File: src/rtl/types_pkg.sv
// Shared types for the core/data-memory path.
package types_pkg;

  localparam int MEM_SIZE = 1024;

  typedef logic [31:0] word_t;
  typedef logic [$clog2(MEM_SIZE)-1:0] address_t;

  // Encoding 2'b11 is deliberately left out: it is an illegal request size.
  typedef enum logic [1:0] {
    SIZE_B = 2'b00,
    SIZE_H = 2'b01,
    SIZE_W = 2'b10
  } access_size_t;

endpackage

File: src/rtl/lsu_lane_align.sv
// Lane steering for the load/store unit (little-endian).
// Extracts and extends a load lane, and merges new store data into a word.
module lsu_lane_align
  import types_pkg::*;
(
  input  word_t       word,
  input  logic [1:0]  off,
  input  logic [1:0]  size,
  input  logic        is_unsigned,
  input  word_t       new_data,
  output word_t       load_val,
  output word_t       merged
);

  word_t shifted;

  // Shift the addressed lane down to bit 0, then extend or merge by size.
  always_comb begin
    shifted  = word >> {off, 3'b000};
    load_val = word;
    merged   = new_data;
    case (size)
      SIZE_B: begin
        load_val = {{24{~is_unsigned & shifted[7]}}, shifted[7:0]};
        merged   = word;
        merged[{off, 3'b000} +: 8] = new_data[7:0];
      end
      SIZE_H: begin
        load_val = {{16{~is_unsigned & shifted[15]}}, shifted[15:0]};
        merged   = word;
        merged[{off[1], 4'b0000} +: 16] = new_data[15:0];
      end
      default: begin
        load_val = word;
        merged   = new_data;
      end
    endcase
  end

endmodule

File: src/rtl/load_store_unit.sv
// Core-side initiator for the word-wide single-port data memory.
// Sub-word stores are done as read-modify-write since the memory has no byte strobes.
module load_store_unit
  import types_pkg::*;
#(
  parameter  int MEM_WORDS = MEM_SIZE,
  localparam int ADDR_W    = $clog2(MEM_WORDS)
) (
  input  logic              clk,
  input  logic              rst_n,
  input  logic              req_valid,
  output logic              req_ready,
  input  logic              req_write,
  input  logic [1:0]        req_size,
  input  logic              req_unsigned,
  input  logic [31:0]       req_addr,
  input  logic [31:0]       req_wdata,
  output logic              resp_valid,
  output logic [31:0]       resp_rdata,
  output logic              resp_err,
  output logic              mem_we,
  output logic [ADDR_W-1:0] mem_addr,
  output logic [31:0]       mem_wdata,
  input  logic [31:0]       mem_rdata
);

  typedef enum logic [2:0] {
    IDLE, LD_REQ, LD_CAP, ST_WR, RMW_RD, RMW_WR, RESP
  } lsu_state_t;

  lsu_state_t        state;
  logic [ADDR_W+1:0] addr_q;
  logic [1:0]        size_q;
  logic              unsigned_q;
  word_t             wdata_q;

  logic              req_err;
  word_t             load_val;
  word_t             merged;

  // Misaligned, illegal-size or out-of-range requests never touch memory.
  always_comb begin
    req_err = (req_size == 2'b11)
           || (req_size == SIZE_H && req_addr[0])
           || (req_size == SIZE_W && req_addr[1:0] != 2'b00)
           || ({2'b00, req_addr[31:2]} >= 32'(MEM_WORDS));
  end

  lsu_lane_align u_align (
    .word        (mem_rdata),
    .off         (addr_q[1:0]),
    .size        (size_q),
    .is_unsigned (unsigned_q),
    .new_data    (wdata_q),
    .load_val    (load_val),
    .merged      (merged)
  );

  // Request sequencing: capture at accept, walk the access, pulse RESP.
  always_ff @(posedge clk or negedge rst_n) begin
    if (!rst_n) begin
      state      <= IDLE;
      addr_q     <= '0;
      size_q     <= '0;
      unsigned_q <= 1'b0;
      wdata_q    <= '0;
      resp_rdata <= '0;
      resp_err   <= 1'b0;
    end else begin
      case (state)
        IDLE: if (req_valid) begin
          addr_q     <= req_addr[ADDR_W+1:0];
          size_q     <= req_size;
          unsigned_q <= req_unsigned;
          wdata_q    <= req_wdata;
          resp_rdata <= '0;
          resp_err   <= req_err;
          if (req_err)              state <= RESP;
          else if (!req_write)      state <= LD_REQ;
          else if (req_size == SIZE_W) state <= ST_WR;
          else                      state <= RMW_RD;
        end
        LD_REQ: state <= LD_CAP;
        LD_CAP: begin
          resp_rdata <= load_val;
          state      <= RESP;
        end
        ST_WR:  state <= RESP;
        RMW_RD: state <= RMW_WR;
        RMW_WR: state <= RESP;
        RESP:   state <= IDLE;
        default: state <= IDLE;
      endcase
    end
  end

  // Write enable and data follow the state, so reset kills a write at once.
  always_comb begin
    mem_we    = (state == ST_WR) || (state == RMW_WR);
    mem_wdata = '0;
    if (state == ST_WR)  mem_wdata = wdata_q;
    if (state == RMW_WR) mem_wdata = merged;
  end

  assign mem_addr   = addr_q[ADDR_W+1:2];
  assign req_ready  = (state == IDLE);
  assign resp_valid = (state == RESP);

endmodule

File: config.mk
export PLATFORM = sky130hd
export DESIGN_NAME = load_store_unit
export DESIGN_NICKNAME = d
export VERILOG_FILES = /design/src/rtl/types_pkg.sv /design/src/rtl/lsu_lane_align.sv /design/src/rtl/load_store_unit.sv
export SDC_FILE = /design/constraint.sdc
export NUM_CORES = 1
export LEC_CHECK = 0
export ABC_AREA = 1
export BUFFER_PORTS_ARGS = -buffer_cell sky130_fd_sc_hd__buf_2
export CELL_PAD_IN_SITES_DETAIL_PLACEMENT = 1
export CELL_PAD_IN_SITES_GLOBAL_PLACEMENT = 2
export CORE_MARGIN = 1.5
export CORE_UTILIZATION = 30
export CTS_CLUSTER_DIAMETER = 40
export CTS_CLUSTER_SIZE = 10
export DETAILED_ROUTE_END_ITERATION = 8
export GPL_TIMING_DRIVEN = 0
export PLACE_DENSITY = 0.89
export SETUP_SLACK_MARGIN = 0.2
export SYNTH_ARGS = -nofsm -noshare
export SYNTH_HDL_FRONTEND = slang
export SYNTH_HIERARCHICAL = 1
export SYNTH_SLANG_ARGS = --single-unit
File: constraint.sdc
create_clock -name clk -period 6.2 [get_ports clk]
set_input_delay 0.93 -clock clk [delete_from_list [all_inputs] [get_ports clk]]
set_output_delay 0.93 -clock clk [all_outputs]
set_load 0.01 [all_outputs]
* After elaboration in Yosys (flattened, before gate mapping)
Index checks and enable logic that the tools add are counted.
** Operators by class
- Add/sub/neg operators :: 2
- $lt $le $gt $ge :: 1
- Equality and inequality tests :: 11
- Shift operators :: 5
- Mux-type cells :: 13
- Bitwise operators :: 3
- Reductions and logical operators :: 13
** Operators with widths (number)
- 32-bit one-hot mux with 2 select lines :: 3
- 32-bit 2-to-1 mux :: 3
- 32-bit bitwise mux :: 2
- 16-bit by 7-bit variable shift with 32-bit output (first input constant) :: 1
- 8-bit by 7-bit variable shift with 32-bit output (first input constant) :: 1
- 16-bit by 7-bit variable part select with 32-bit output :: 1
- 8-bit by 7-bit variable part select with 32-bit output :: 1
- 32-bit by 5-bit right shift with 16-bit output :: 1
- 30-bit by 11-bit >= comparator with 1-bit output (second input constant) :: 1
- 5-bit negation with 7-bit output :: 2
- 3-bit 2-to-1 mux :: 4
- 3-bit one-hot mux with 4 select lines :: 1
- 3-bit == test (second input constant) :: 3
- 3-bit by 2-bit == test with 1-bit output (second input constant) :: 2
- 2-bit by 1-bit == test with 1-bit output (second input constant) :: 2
- 2-bit == test (second input constant) :: 2
- 1-bit logical OR :: 4
- 2-bit AND reduction :: 2
- 2-bit nonzero test :: 2
- 3-bit by 1-bit == test with 1-bit output (second input constant) :: 1
- 3-bit zero test :: 1
- 3-bit OR reduction :: 1
- 1-bit AND :: 2
- 1-bit logical AND :: 2
- other kinds (3) :: 3
** Storage, ports and cells
- Register bits after elaboration :: 83
- Input bits :: 103
- Output and inout port bits :: 78
- Word-level logic and storage cells :: 55

* Longest topological paths before layout
Gate-level depths: netlist (run 1).
- Depth after elaboration :: 8
- Mapped depth :: 11
- Gate-level depth less buffers :: 10

* Hierarchy
The synthesis (run 1) kept the hierarchy.
** By module, submodules not included
- load_store_unit :: instances 1, cells an instance 453, area each 4021.4 sq um, sequential area each 2077.0 sq um
- lsu_lane_align :: instances 1, cells an instance 454, area each 1996.9 sq um, sequential area each 0.0 sq um

* Least setup slack after synthesis (run 1)
OpenSTA, ideal clock, no wires.
- Path kind :: register to output
- Start :: register addr_q[0]
- End :: output port mem_wdata[27]
- Data arrival time :: 1878 ps
- Required time :: 5270 ps
- Slack :: 3392 ps
- Cell stages (with the launch flop) :: 12
- Path buffers :: 2
- Cell sequence :: dfrtp_1 -> inv_2 -> buf_2 -> ha_1 -> inv_2 -> clkbuf_1 -> nand3_1 -> o22ai_1 -> nand2_1 -> nand2_1 -> inv_1 -> o22ai_1
** Between the ends
- Cells in the longest elaborated chain, start to end :: 5
- Elaborated cells on any way between the ends :: 6
- Those cells by class :: 1 x add/sub; 2 x shift; 3 x mux
** RTL lines
- start, declared :: line load_store_unit.sv:32 : logic [ADDR_W+1:0] addr_q;
- start signal, assigned :: line load_store_unit.sv:72 : addr_q <= req_addr[ADDR_W+1:0];
- 5-bit negation with 7-bit output (*) :: line lsu_lane_align.sv:26 : merged[{off, 3'b000} +: 8] = new_data[7:0];
- 8-bit by 7-bit variable part select with 32-bit output or 8-bit by 7-bit variable shift with 32-bit output (tied branches) :: line lsu_lane_align.sv:26
- 32-bit bitwise mux (*) :: line lsu_lane_align.sv:26
- 32-bit one-hot mux with 2 select lines (*) :: line lsu_lane_align.sv:22 : case (size)
- net merged[27] :: line load_store_unit.sv:39 : word_t merged;
- 32-bit 2-to-1 mux (*) :: line load_store_unit.sv:102 : if (state == RMW_WR) mem_wdata = merged;
- end, declared :: line load_store_unit.sv:23 : output logic [31:0] mem_wdata,
The timed path passes the listed nets; every way through them passes the cells marked *.

* Final worst setup path (run 1)
- Start :: register addr_q[0]
- End :: output port mem_wdata[22]
The elaborated chain is that of the path after synthesis.

==> Implementation_results.wiki, run 1 <==
{| class="wikitable"
! Metric !! Value
|-
| Run status || finished, final reports clean
|-
| Chip Width || 145 um
|-
| First-pass GRT wire length || 37400 um
|-
| Xor/xnor share of the synthesized area || 0%
|-
| Vias in the first global route || 6723
|-
| Net Count, Synth || 1015
|-
| Critical path, cell by cell || inv_2, buf_2, ha_1, inv_2, clkbuf_1, nand2_1, o21ai_0, nand2_1, nand2_1, inv_1, o22ai_1, buf_2
|-
| Dominant cell by count in the synthesized netlist || nand2_1
|-
| Post-Synth Simple-Gate Area || 30.2%
|-
| Post-synthesis average cell area || 6.64 um^2
|-
| Clock network latency to the later pin of the worst-skew pair || 0.36 ns
|-
| Crit-path slowest cell || dfrtp_1
|-
| Setup bufs post-CTS || 0
|-
| Vias/cell || 4.80
|-
| Async set-reset flop share out of synthesis || 100%
|-
| Class of the worst hold path || reg2reg
|-
| Cell area after technology mapping || 6020 um^2
|-
| Final setup violation count || 0
|-
| IR Drop Worst-Case VDD || 0.000165 V
|-
| Die Span Y || 145 um
|-
| Actual transition at the worst max-transition pin || 0.654 ns
|-
| Max-slew violations || 0
|-
| Nature of the critical path startpoint || flip-flop
|-
| Final Worst Setup Slack || 2.28 ns
|-
| Worst setup path startpoint || addr_q[0]$_DFFE_PN0P_
|-
| Average wire per standard cell || 17.7 um
|-
| Buffers on Ports || 180
|-
| Count of routing violations after the opening detailed-route iteration || 265
|-
| Routed Wire Length || 24200 um
|-
| Iteration count of the initial detailed-routing pass || 4
|-
| Die Footprint || 20900 um^2
|-
| Minimum period implied by the final worst setup slack || 3.92 ns
|-
| Post-cts hold buffer count || 0
|-
| Number of antenna violations at the first check in global routing || 0
|-
| Post-CTS sizing || 0
|-
| Cell count after synthesis || 907
|-
| Count of flip-flops with a built-in enable after synthesis || 0
|-
| Core Region || 19600 um^2
|-
| All-layer global routing usage || 24.0%
|-
| Maximum number of pins on one net before global-route repair || 50
|-
| Max frequency || 255 MHz
|-
| Remaining global-route overflow || 0
|-
| Setup repair after global routing missed its margin || no
|-
| Startpoint of the worst hold path || resp_err$_DFFE_PN0P_
|-
| Number of flip-flops and latches in the synthesized netlist || 83
|-
| Area contributors post-synth || dfrtp_1 35%, nand2_1 15%, inv_1 9.4%
|-
| Number of hold violations in the final report || 0
|-
| CP dominant cell by count || nand2_1
|-
| Number of buffers added by the clock tree synthesis step || 9
|-
| Max-capacitance violation count || 0
|-
| Final-layout fill cell count || 2600
|-
| Clk root buf || clkbuf_16
|-
| Number of different library cells in the post-synthesis netlist || 30
|-
| Post-synthesis cell type with the largest combined area || dfrtp_1
|-
| Post-synthesis adder-cell area fraction || 1.04%
|-
| Clock sink count || 83
|-
| Antenna viol nets, final || 0
|-
| IO Pins || 181
|-
| Number of rows in the core area || 51
|-
| RePlAce Congestion || 0.908
|-
| Via count || 6578
|-
| Combined buffer and inverter count along the critical path || 6
|-
| ANT cells || 0
|-
| Share of the synthesized area in the top cell type || 34.5%
|-
| Final Net Count || 1207
|-
| Arrival time reported for the critical path endpoint || 2.99 ns
|-
| TNS Setup || 0 ns
|-
| Count of yosys warnings during synthesis || 6
|-
| Maximum level of the CTS H-tree || 3
|-
| Clk pin slew, worst setup/hold paths || 0.07 ns
|-
| Clock tree from TritonCTS || done
|-
| Commonest cells post-synth || 238 x nand2_1, 150 x inv_1, 89 x nand3_1, 89 x nor2_1, 83 x dfrtp_1
|-
| Post-route DRC violation count || 0
|-
| Final worst-path cycle share || 63.2%
|-
| Multiplexer fraction of the synthesized cell area || 2.99%
|-
| Data required time at the worst endpoint || 5.27 ns
|-
| Initial Utilization || 30.7%
|-
| Beginning of the worst register-to-register path || addr_q[0]$_DFFE_PN0P_
|-
| Maximum fanout encountered on the critical timing path || 12
|-
| Synth-to-Final Area Change || 26.5%
|-
| Synth Area in Compound Gates || 15.2%
|-
| Type of the setup path with the least slack || reg2out
|-
| Sequential fraction of the synthesis area || 34.5%
|-
| Tightest slew margin relative to the limit || 56.4%
|-
| Share of cells above drive strength 1 || 26.0%
|-
| Setup crit end kind || primary output
|-
| Dominant combinational cell family by area after synthesis || simple AND/OR/NAND/NOR gates
|-
| Commonest register cell after synthesis || dfrtp_1
|-
| Post-Place Setup Slack || 2.71 ns
|-
| DP Wirelength || 19600 um
|-
| Final worst clock skew || 0.0103 ns
|-
| Kind of cell adding the most delay to the critical path || buffers and inverters
|-
| Total leakage power || 4.43 nW
|-
| Slowest cell delay on critical path || 0.50 ns
|-
| Pwr/cell area || 516 nW/um^2
|-
| Number of buffers on the longest clock path || 2
|}
## cell usage in the layout, fill, tap and decap left out, drive strengths merged, types with 2 or more instances in the layout
cell type,count
o22ai,55
mux2,12
nand4,2
nor2,92
clkbuf,20
ha,5
buf,228
inv,163
nand2,243
nand3,91
bufinv,2
a21oi,35
dfrtp,83
o21ai,70
## worst reg2reg max path: cells and delay by family (launching register included)
family                 cells  cell delay, ns
buffers and inverters      3            0.52
flip-flops                 1            0.50
AO/OA/AOI/OAI              1            0.15
AND/OR/NAND/NOR            4            0.50
## where the power goes
group | internal [mW] | switching, mW | total (mW)
combinational | 0.858 | 1.46 | 2.32
sequential | 0.785 | 0.202 | 0.987
clock | 0.360 | 0.256 | 0.616
total | 2.00 | 1.92 | 3.92
## metrics by stage
step | util, % | power (mW) | hold WS (ns) | area (um^2) | cells
after global placement | 37.0 | 3.28 | 0.467 | 7250 | 1352
after global routing | 38.9 | 4.29 | 0.531 | 7610 | 1369
after floorplan | - | 2.52 | 0.454 | 6020 | 907
after CTS | 38.9 | 3.96 | 0.496 | 7610 | 1369
final | 38.9 | 3.92 | 0.487 | 7610 | 1369
after detailed placement | 37.2 | 3.32 | 0.478 | 7280 | 1353
## flip-flops by register name, indices dropped and copies added (netlist names)
register and cells:
unsigned_q 1, addr_q 12, resp_rdata 32, size_q 2
resp_err 1, state 3, wdata_q 32
## metal layers
metal / vias up / wire (um) / track usage, %
met5: - / 0 / 0
met2: 162 / 11300 / 38.9
li1: 3250 / - / -
met3: 37 / 1160 / 3.97
met4: 0 / 674 / 9.36
met1: 3129 / 11100 / 32.0
## cell type report
type / instances / area, um^2 / area share [%]
Clock inverter: 7 / 105 / 1.38
Multi-Input combinational cell: 607 / 2980 / 39.1
Tap cell: 265 / 332 / 4.36
Inverter: 159 / 599 / 7.87
Sequential cell: 83 / 2080 / 27.3
Buffer: 58 / 364 / 4.78
Clock buffer: 9 / 225 / 2.96
Timing Repair Buffer: 181 / 931 / 12.2
## cell families (layout without fill, tap and decap cells)
family,Yosys count,after routing
AOI/OAI and AO/OA,160,160
adders and majority gates,5,5
buffers and inverters,217,414
DFF,83,83
muxes,12,12
and+or+nand+nor,430,430
## path summary, 6_finish.rpt
path,to,slack [ns],depth (start not counted)
max,mem_wdata[22],2.28,12
min,resp_err$_DFFE_PN0P_,0.49,2
max reg2reg,resp_rdata[31]$_DFFE_PN0P_,4.45,8
min reg2reg,resp_err$_DFFE_PN0P_,0.49,2
max in group asynchronous,wdata_q[23]$_DFFE_PN0P_,5.04,2
min in group asynchronous,resp_rdata[8]$_DFFE_PN0P_,0.54,1
Note: power is estimated with default switching activity, not from simulation.
==> run 2: changes to the inputs <==
Settings changed: ABC_AREA 1 to 0, CORE_UTILIZATION 30 to 28, PLACE_DENSITY 0.89 to 0.79.
Clock period 6.2 ns to 3.6 ns, I/O delays scaled along.
==> run 2 against run 1 <==
Compared with the run above:
- synthesized cell count shrank 39%
- largest cell class unchanged
- sequential cell count stayed put
- design area fell by 3.8%
- hold slack lost 0.37 ns
- sequential power increased by 86%
==> Implementation_results.wiki, run 2 <==
{| class="wikitable"
! Metric !! Value
|-
| Data required time at the worst endpoint || 3.06 ns
|-
| Most common library cell in the layout ignoring fill and taps || buf_2
|-
| Multi-input gate area in the final layout || 3190 um^2
|-
| Clk pin slew, worst setup/hold paths || 0.07 ns
|-
| Sequential fraction of the synthesis area || 37.2%
|-
| Clock sink count || 83
|-
| TNS Setup || 0 ns
|-
| RePlAce Congestion || 0.914
|-
| Run status || finished, final reports clean
|-
| Beginning of the worst register-to-register path || addr_q[0]$_DFFE_PN0P_
|-
| Post-route DRC violation count || 0
|-
| Vias/cell || 5.44
|-
| IR Drop Worst-Case VDD || 0.000324 V
|-
| Synth-to-Final Area Change || 31.0%
|-
| Max frequency || 303 MHz
|-
| Pwr/cell area || 964 nW/um^2
|-
| Post-Place Setup Slack || -0.292 ns
|-
| ANT cells || 0
|-
| Class of the worst hold path || in2async
|-
| Number of hold violations in the final report || 0
|-
| Final worst-path cycle share || 91.7%
|-
| Area of placed instances || 6850 um^2
|-
| Count of routing violations after the opening detailed-route iteration || 254
|-
| Share of cells above drive strength 1 || 41.7%
|-
| Via count || 5556
|-
| Kind of cell adding the most delay to the critical path || buffers and inverters
|-
| Flip-flop and latch area || 2080 um^2
|-
| Total leakage power || 3.46 nW
|-
| Clk root buf || clkbuf_16
|-
| Number of buffers added by the clock tree synthesis step || 9
|-
| Post-Layout Inst Area || 7320 um^2
|-
| Synth Area in Compound Gates || 27.1%
|-
| Post-synthesis cell type with the largest combined area || dfrtp_1
|-
| Number of flip-flops and latches in the synthesized netlist || 83
|-
| Maximum level of the CTS H-tree || 3
|-
| Dominant combinational cell family by area after synthesis || compound AO/OA/AOI/OAI gates
|-
| Commonest cells post-synth || 83 x dfrtp_1, 72 x a22o_1, 54 x nand2_1
|-
| Slowest cell delay on critical path || 0.44 ns
|-
| Arrival time reported for the critical path endpoint || 2.76 ns
|-
| Core Region || 19500 um^2
|-
| Cell area after technology mapping || 5590 um^2
|-
| Multiplexer fraction of the synthesized cell area || 16.5%
|-
| Core utilization of the finished layout || 37.5%
|-
| Chip Width || 144 um
|-
| Worst setup path startpoint || addr_q[0]$_DFFE_PN0P_
|-
| Initial Utilization || 28.6%
|-
| Area contributors post-synth || dfrtp_1 37%, a22o_1 11%, mux2_2 9.5%
|-
| Xor/xnor share of the synthesized area || 0%
|-
| Maximum fanout encountered on the critical timing path || 10
|-
| Final Net Count || 860
|-
| Clock tree from TritonCTS || done
|-
| Buffers on Ports || 180
|-
| IO Pins || 181
|-
| Average wire per standard cell || 23.5 um
|-
| Actual transition at the worst max-transition pin || 0.807 ns
|-
| CP dominant cell by count || buf_2
|-
| Post-Synth Simple-Gate Area || 11.3%
|-
| Final setup violation count || 0
|-
| Minimum period implied by the final worst setup slack || 3.30 ns
|-
| Antenna viol nets, final || 0
|-
| Max-capacitance violation count || 0
|-
| Share of the synthesized area in the top cell type || 37.2%
|-
| All-layer global routing usage || 23.6%
|-
| Iteration count of the initial detailed-routing pass || 5
|-
| Setup slack on the worst flop-to-flop path || 1.24 ns
|-
| Net Count, Synth || 662
|-
| Tightest slew margin relative to the limit || 46.2%
|-
| Combined buffer and inverter count along the critical path || 6
|-
| Depth of the worst register-to-register path || 5
|-
| Clock network latency to the later pin of the worst-skew pair || 0.36 ns
|-
| Count of flip-flops with a built-in enable after synthesis || 0
|-
| Die Footprint || 20800 um^2
|-
| Cell count after synthesis || 554
|-
| Number of buffers on the longest clock path || 2
|-
| Dominant cell by count in the synthesized netlist || dfrtp_1
|-
| Remaining global-route overflow || 0
|-
| Post-synthesis average cell area || 10.1 um^2
|-
| Async set-reset flop share out of synthesis || 100%
|-
| Maximum number of pins on one net before global-route repair || 57
|-
| Number of rows in the core area || 51
|-
| Highest-count cells in the layout ignoring fill and taps || 202 x buf_2, 81 x dfrtp_1, 72 x a22o_1
|-
| Die Span Y || 144 um
|-
| Registers with the highest flip-flop counts || resp_rdata x32, wdata_q x32, addr_q x12
|-
| Setup crit end kind || primary output
|-
| Crit-path slowest cell || dfrtp_2
|-
| Final Worst Setup Slack || 0.298 ns
|-
| Commonest register cell after synthesis || dfrtp_1
|-
| Total Power Consumption || 7.06 mW
|-
| Max-slew violations || 0
|-
| Count of yosys warnings during synthesis || 6
|-
| Final-layout fill cell count || 2330
|-
| Final worst clock skew || 0.00954 ns
|-
| Post-synthesis adder-cell area fraction || 1.12%
|-
| Vias in the first global route || 5925
|-
| Routed Wire Length || 24000 um
|-
| Nature of the critical path startpoint || flip-flop
|-
| Type of the setup path with the least slack || reg2out
|-
| Critical path, cell by cell || buf_8, clkbuf_8, inv_4, ha_2, buf_6, and2_1, buf_2, a32oi_1, o221ai_1, a22o_1, buf_2
|-
| First-pass GRT wire length || 36100 um
|-
| Number of different library cells in the post-synthesis netlist || 49
|-
| DP Wirelength || 18600 um
|-
| Setup repair after global routing missed its margin || no
|-
| Number of antenna violations at the first check in global routing || 0
|-
| Critical R2R Capture || resp_rdata[9]$_DFFE_PN0P_
|}
## run 2: logic make-up (layout without fill, tap and decap cells)
| logic type | count (synthesis) | count (layout) |
|---|---|---|
| AO/OA/AOI/OAI | 194 | 194 |
| adder cells (fa/ha/maj) | 5 | 5 |
| buffers and inverters | 72 | 275 |
| flip-flops | 83 | 83 |
| multiplexers | 84 | 84 |
| AND/OR/NAND/NOR | 116 | 116 |
## run 2: worst max-delay path by stage
stage / to / slack, ns / cells after the start
2_1_floorplan: mem_wdata[0] / 0.57 / 9
3_3_place_gp: mem_wdata[7] / -0.25 / 10
4_1_cts: mem_wdata[15] / 0.20 / 11
3_5_place_dp: mem_wdata[0] / -0.29 / 10
6_report: mem_wdata[12] / 0.30 / 11
5_1_grt: mem_wdata[6] / 0.21 / 11
## run 2: layer usage
layer  GRT usage (%)  wire length [um]  vias up
met5               0                 0        -
met4            6.06               426        0
met3            6.06              1780       29
met2            38.5             11000      226
met1            31.2             10700     2771
li1                -                 -     2530
## run 2: cell type report
type / count / share of cell area (%)
multi-input cells: 399 / 43.6
clock buffers: 11 / 3.45
inverters: 11 / 0.598
well taps: 265 / 4.53
plain buffers: 61 / 4.96
clock inverters: 5 / 1.13
flip-flops and latches: 83 / 28.4
repair buffers: 187 / 13.3
## run 2: what timing repair did
| action | in CTS | in global routing |
|---|---|---|
| hold buffers | 0 | 0 |
| pin swaps | 1 | 6 |
| endpoints found under the setup margin | 32 | 30 |
| setup buffers | 3 | 3 |
| gates resized for setup | 14 | 9 |
## run 2: metrics by stage
step / cells / hold slack, ns
6_report: 1022 / 0.117
5_1_grt: 1022 / 0.125
4_1_cts: 1019 / 0.117
3_5_place_dp: 1000 / 0.478
3_3_place_gp: 999 / 0.469
2_1_floorplan: 554 / 0.244
## run 2: where the power goes
| part | leakage (nW) | internal [mW] | switching (mW) |
|---|---|---|---|
| combinational | 2.28 | 1.80 | 2.36 |
| sequential | 1.02 | 1.38 | 0.460 |
| clock | 0.167 | 0.650 | 0.416 |
| total | 3.46 | 3.83 | 3.23 |
